$ cat config.mk
export PLATFORM = sky130hd
export DESIGN_NAME = pga_alarm_annunciator
export DESIGN_NICKNAME = d
export VERILOG_FILES = /design/src/rtl/eq_alarm_pkg.sv /design/src/rtl/button_debounce.sv /design/src/rtl/pga_alarm_annunciator.sv
export SDC_FILE = /design/constraint.sdc
export NUM_CORES = 1
export LEC_CHECK = 0
export ABC_AREA = 1
export CORE_UTILIZATION = 50
export CTS_CLUSTER_DIAMETER = 200
export DETAILED_ROUTE_END_ITERATION = 8
export PLACE_DENSITY = 0.81
export SLEW_MARGIN = 0
export SYNTH_ARGS = -nofsm -noshare
export SYNTH_HDL_FRONTEND = slang
export SYNTH_HIERARCHICAL = 1
export SYNTH_SLANG_ARGS = --single-unit
$ cat constraint.sdc
create_clock -name i_clk -period 2.13 [get_ports i_clk]
set_input_delay 0.213 -clock i_clk [delete_from_list [all_inputs] [get_ports i_clk]]
set_output_delay 0.213 -clock i_clk [all_outputs]
set_load 0.01 [all_outputs]
$ cat src/rtl/eq_alarm_pkg.sv
// Shared definitions for the PGA alarm path: annunciator state type,
// default tuning constants and the PGA sample width.
package eq_alarm_pkg;

  typedef enum logic [1:0] {
    ST_IDLE    = 2'd0,
    ST_CONFIRM = 2'd1,
    ST_ALARM   = 2'd2,
    ST_HOLDOFF = 2'd3
  } alarm_state_t;

  localparam int DEF_CONFIRM_CYCLES   = 4;
  localparam int DEF_DEBOUNCE_CYCLES  = 16;
  localparam int DEF_BEEP_HALF_PERIOD = 8;
  localparam int DEF_HOLDOFF_CYCLES   = 32;
  localparam int DEF_COUNT_WIDTH      = 8;
  localparam int SAMPLE_WIDTH         = 24;

  // Width of a counter that has to hold 0..n-1; never narrower than 1 bit.
  function automatic int cnt_w(input int n);
    return $clog2((n < 2) ? 2 : n);
  endfunction

endpackage

$ cat src/rtl/button_debounce.sv
// Operator push-button conditioner: 2-flop synchronizer, stable-time
// debouncer and a one-cycle pulse on the rising edge of the debounced level.
module button_debounce
  import eq_alarm_pkg::*;
#(
  parameter int DEBOUNCE_CYCLES = DEF_DEBOUNCE_CYCLES
) (
  input  logic i_clk,
  input  logic i_rst,
  input  logic i_btn,
  output logic o_level,
  output logic o_rise
);

  localparam int DW = cnt_w(DEBOUNCE_CYCLES);
  localparam logic [DW-1:0] DEB_LAST = DW'(DEBOUNCE_CYCLES - 1);

  logic          sync_1;
  logic          sync_2;
  logic [DW-1:0] stable_cnt;

  always_ff @(posedge i_clk) begin
    if (i_rst) begin
      sync_1     <= 1'b0;
      sync_2     <= 1'b0;
      stable_cnt <= '0;
      o_level    <= 1'b0;
      o_rise     <= 1'b0;
    end else begin
      sync_1 <= i_btn;
      sync_2 <= sync_1;
      o_rise <= 1'b0;
      // Any sample that agrees with the current level restarts the stable count.
      if (sync_2 != o_level) begin
        if (stable_cnt == DEB_LAST) begin
          o_level    <= sync_2;
          o_rise     <= sync_2;
          stable_cnt <= '0;
        end else begin
          stable_cnt <= stable_cnt + 1'b1;
        end
      end else begin
        stable_cnt <= '0;
      end
    end
  end

endmodule

$ cat src/rtl/pga_alarm_annunciator.sv
// Operator-side alarm responder: confirms the PGA threshold flag, latches the
// event onto LED and buzzer, and clears it on a debounced acknowledge.
module pga_alarm_annunciator
  import eq_alarm_pkg::*;
#(
  parameter int CONFIRM_CYCLES   = DEF_CONFIRM_CYCLES,
  parameter int DEBOUNCE_CYCLES  = DEF_DEBOUNCE_CYCLES,
  parameter int BEEP_HALF_PERIOD = DEF_BEEP_HALF_PERIOD,
  parameter int HOLDOFF_CYCLES   = DEF_HOLDOFF_CYCLES,
  parameter int COUNT_WIDTH      = DEF_COUNT_WIDTH
) (
  input  logic                   i_clk,
  input  logic                   i_rst,
  input  logic                   i_pga_alarm,
  input  logic                   i_ack_btn,
  output logic                   o_accept,
  output logic                   o_alarm_active,
  output logic                   o_buzzer,
  output logic [COUNT_WIDTH-1:0] o_event_count,
  output alarm_state_t           o_state
);

  localparam int CW = cnt_w(CONFIRM_CYCLES);
  localparam int BW = cnt_w(BEEP_HALF_PERIOD);
  localparam int HW = cnt_w(HOLDOFF_CYCLES);
  localparam logic [CW-1:0] CONF_LAST = CW'(CONFIRM_CYCLES - 1);
  localparam logic [BW-1:0] BEEP_LAST = BW'(BEEP_HALF_PERIOD - 1);
  localparam logic [HW-1:0] HOLD_LAST = HW'(HOLDOFF_CYCLES - 1);

  alarm_state_t  state;
  logic [CW-1:0] conf_cnt;
  logic [BW-1:0] beep_cnt;
  logic [HW-1:0] hold_cnt;
  logic          ack_level;
  logic          ack_rise;
  logic          ack_pulse;
  logic          confirm_hit;

  button_debounce #(
    .DEBOUNCE_CYCLES(DEBOUNCE_CYCLES)
  ) u_ack (
    .i_clk  (i_clk),
    .i_rst  (i_rst),
    .i_btn  (i_ack_btn),
    .o_level(ack_level),
    .o_rise (ack_rise)
  );

  assign ack_pulse   = ack_rise & ack_level;
  assign confirm_hit = i_pga_alarm &&
                       (((state == ST_IDLE) && (CONFIRM_CYCLES == 1)) ||
                        ((state == ST_CONFIRM) && (conf_cnt == CONF_LAST)));
  assign o_state     = state;

  always_ff @(posedge i_clk) begin
    if (i_rst) begin
      state          <= ST_IDLE;
      conf_cnt       <= '0;
      beep_cnt       <= '0;
      hold_cnt       <= '0;
      o_accept       <= 1'b0;
      o_alarm_active <= 1'b0;
      o_buzzer       <= 1'b0;
      o_event_count  <= '0;
    end else begin
      o_accept <= 1'b0;
      if (confirm_hit) begin
        // Entering ALARM: the buzzer starts high together with the LED.
        state          <= ST_ALARM;
        conf_cnt       <= '0;
        beep_cnt       <= '0;
        o_alarm_active <= 1'b1;
        o_buzzer       <= 1'b1;
        if (o_event_count != '1) o_event_count <= o_event_count + 1'b1;
      end else begin
        case (state)
          ST_IDLE: begin
            if (i_pga_alarm) begin
              state    <= ST_CONFIRM;
              conf_cnt <= CW'(1);
            end
          end
          ST_CONFIRM: begin
            if (!i_pga_alarm) begin
              state    <= ST_IDLE;
              conf_cnt <= '0;
            end else begin
              conf_cnt <= conf_cnt + 1'b1;
            end
          end
          ST_ALARM: begin
            if (ack_pulse) begin
              state          <= ST_HOLDOFF;
              hold_cnt       <= '0;
              beep_cnt       <= '0;
              o_accept       <= 1'b1;
              o_alarm_active <= 1'b0;
              o_buzzer       <= 1'b0;
            end else if (beep_cnt == BEEP_LAST) begin
              beep_cnt <= '0;
              o_buzzer <= ~o_buzzer;
            end else begin
              beep_cnt <= beep_cnt + 1'b1;
            end
          end
          ST_HOLDOFF: begin
            if (hold_cnt == HOLD_LAST) begin
              state    <= ST_IDLE;
              hold_cnt <= '0;
            end else begin
              hold_cnt <= hold_cnt + 1'b1;
            end
          end
          default: state <= ST_IDLE;
        endcase
      end
    end
  end

endmodule

==> results.yml <==
placed_design:
  dp_cells: 241
  gp_congestion: 0.742
  io_buffer_count: 16
  post_dp_cell_area_um2: 1710
  dp_hpwl_um: 1990
route:
  drt-total-wl_um: 2660
  route.met3.wl_um: 126
  ant_nets: 0
  route.met2.wl_um: 1210
  post_drt_wl_per_cell_um: 10.7
  num_vias: 1287
  drt_iter0_markers: 38
  drc: 0
  top_layer: "met4"
  viasPerCell: 5.19
  drtPass1Iterations: 4
  wirelength_met1_um: 1280
worst_setup_path:
  critical_path.max_fanout: 9
  r2r_end: "o_state[1]"
  crit_buf_inv: 1
  cp.depth: 1
  ff2ff_path_depth: 9
  worstPathArrival_ns: 1.55
  crit_type: "flip-flop to output pin"
  crit_slowest_cell: "clkdlybuf4s50_1"
  cp_top_family: "buffers and inverters"
  reg2reg_setup_slack_ns: 0.63
  max_stage_delay_ns: 0.62
  critical_path.cell_chain: "clkdlybuf4s50_1"
  cp-start-kind: "flip-flop"
  critPathCaptureType: "output pin"
  critPathRequiredTime_ns: 1.92
  r2r-start: "hold_cnt[0]"
power_and_ir_drop:
  clock_power_share_pct: 36.0
  p_int_uw: 752
  power_density_nw_per_um2: 554
  combPwrFrac_pct: 3.7
  ir_drop_v: 0.000322
  switching_power_uw: 224
  p_sw_share_pct: 23.0
  leakagePower_nw: 0.669
  power_frac_seq_pct: 60.4
synthesis:
  synth.yosys.seq_area_share_pct: 40.9
  syn_area_per_cell_um2: 7.78
  async_reset_ff_share_pct: 0
  ys_top_cells_by_area: "dfxtp_1 41%, nand2_1 9.4%, nor2_1 5.9%, ha_1 5.8%, inv_1 5.4%"
  ys_top_cells_by_count: "38 x nand2_1, 31 x dfxtp_1, 24 x nor2_1, 22 x inv_1, 14 x nand3_1"
  netlist_area_um2: 1520
  synth_top_area_cell: "dfxtp_1"
  synthCells: 195
  synth.most_common_cell: "nand2_1"
  synth_nets: 206
  synth-main-ff-cell: "dfxtp_1"
  yosysTopAreaCellShare_pct: 40.9
  synth-seq-cells: 31
  synth_cell_types: 31
  yosys_warnings: 6
  synth_edf_count: 0
worst_hold_path:
  hold_path.class: "input pin to flip-flop"
  min_path_cells: 3
  worstHoldStart: "i_ack_btn"
  hold_end: "u_ack/sync_1"
clock_tree:
  root_buffer: "clkbuf_4"
  ctsResizeCount: 0
  cts_tree: "built"
  clkSlewWorstSetupHoldPaths_ns: 0.10
  clk-insertion-delay-late_ns: 0.33
  htree_levels: 2
  cts_made_buffers: 5
  cts_setup_buffers: 0
  cts.sinks: 31
  cts_buffer_depth: 2
  ctsHoldBuffers: 0
finish:
  area_growth_pct: 16.3
  final_cell_area_um2: 1760
  nets: 228
  drive_gt1_share_pct: 16.1
  fin_cells: 248
  final_util_pct: 62.9
  diodes: 0
global_route:
  grt_pass1_vias: 1158
  grt_use_total_pct: 18.6
  antenna_found_initial: 0
  overflow: 0
  grt_max_degree: 10
  grt_pass1_wl_um: 4720
timing:
  finalCritPeriodShare_pct: 82.8
  finalHoldViolCount: 0
  slew_headroom_pct: 71.5
  finalSetupTns_ns: 0
  slew_violations: 0
  timing.fmax_ghz: 0.567
  worst_pin_slew_ns: 0.427
  fin_crit_ns: 1.76
  rsz0062_at_grt: "false"
  setup_viol: 0
  skew_ns: 0.00682
floorplanning:
  die_area_um2: 3260
  fp.dieH_um: 57.1
  boundaryPins: 17
  core_um2: 2810
  core.rowCount: 19
  start_util_pct: 54.1
  die_w_um: 57.1
run_status:
  status: "complete, no violations"
flow_run:
  drv_cap: 0
-- cell usage in the layout (no fill, tap or decap), drive strengths merged, types with 2 or more instances in the layout --
cell type      netlist  layout
xor2                 3       3
dfxtp               31      31
ha                   7       7
clkdlybuf4s50        0      16
nor2                26      26
clkbuf               1       6
clkinv               1       2
xnor2                2       2
a21oi               14      14
nand4                7       7
nand3               15      15
nand2               48      48
o21ai                8       8
inv                 25      25
-- layout make-up --
| class | instances | area (µm²) |
|---|---|---|
| fill | 264 | 1040 |
| multi-input combinational | 136 | 774 |
| sequential | 31 | 621 |
| timing repair buffer | 17 | 168 |
| inverter | 26 | 106 |
| clock buffer | 6 | 51.3 |
| tap | 31 | 38.8 |
| clock inverter | 1 | 5.00 |
-- power by group through the flow --
stage / logic (mW) / registers [mW] / clock network (mW)
after floorplan: 0.0201 / 0.603 / 0
after global placement: 0.0348 / 0.603 / 0
after detailed placement: 0.0358 / 0.603 / 0
after CTS: 0.0361 / 0.590 / 0.361
after global routing: 0.0396 / 0.591 / 0.389
final: 0.0358 / 0.590 / 0.351
-- worst max path at each step --
stage | from | to | slack, ns
floorplan | hold_cnt[0] | o_state[1] | 0.82
global placement | i_pga_alarm | o_event_count[1] | 0.66
detailed placement | i_pga_alarm | o_event_count[4] | 0.64
CTS | o_state[1] | o_state[1] | 0.36
global route | o_state[1] | o_state[1] | 0.30
finish | o_state[1] | o_state[1] | 0.37
-- metal layers --
metal / track usage (%) / up-vias
met2: 30.3 / 22
met1: 22.4 / 578
li1: - / 680
met5: 0 / -
met3: 7.48 / 7
met4: 6.27 / 0
-- state kept, by name, summed over array words and instances, names as in the netlist --
name	flops
beep_cnt	3
conf_cnt	2
hold_cnt	5
o_accept	1
o_alarm_active	1
o_buzzer	1
o_event_count	8
o_state	2
u_ack/o_level	1
u_ack/o_rise	1
u_ack/stable_cnt	4
u_ack/sync_1	1
u_ack/sync_2	1
-- cell families (layout without fill, tap and decap cells) --
family / count (synthesis) / after routing / share of synthesized area (%)
fa+ha+maj: 7 / 7 / 5.78
flops: 31 / 31 / 40.9
compound gates: 26 / 26 / 11.1
buf+inv: 28 / 50 / 8.00
xor+xnor: 5 / 5 / 2.89
simple gates: 98 / 98 / 31.3
-- per-stage QoR --
stage               hold slack [ns]  total power, mW  worst slack (ns)
floorplan                     0.282            0.623             0.824
global placement              0.392            0.638             0.656
detailed placement            0.412            0.639             0.639
CTS                           0.384            0.987             0.359
global route                  0.403             1.02             0.304
finish                        0.389            0.977             0.367
Note: power is estimated with default switching activity, not from simulation.
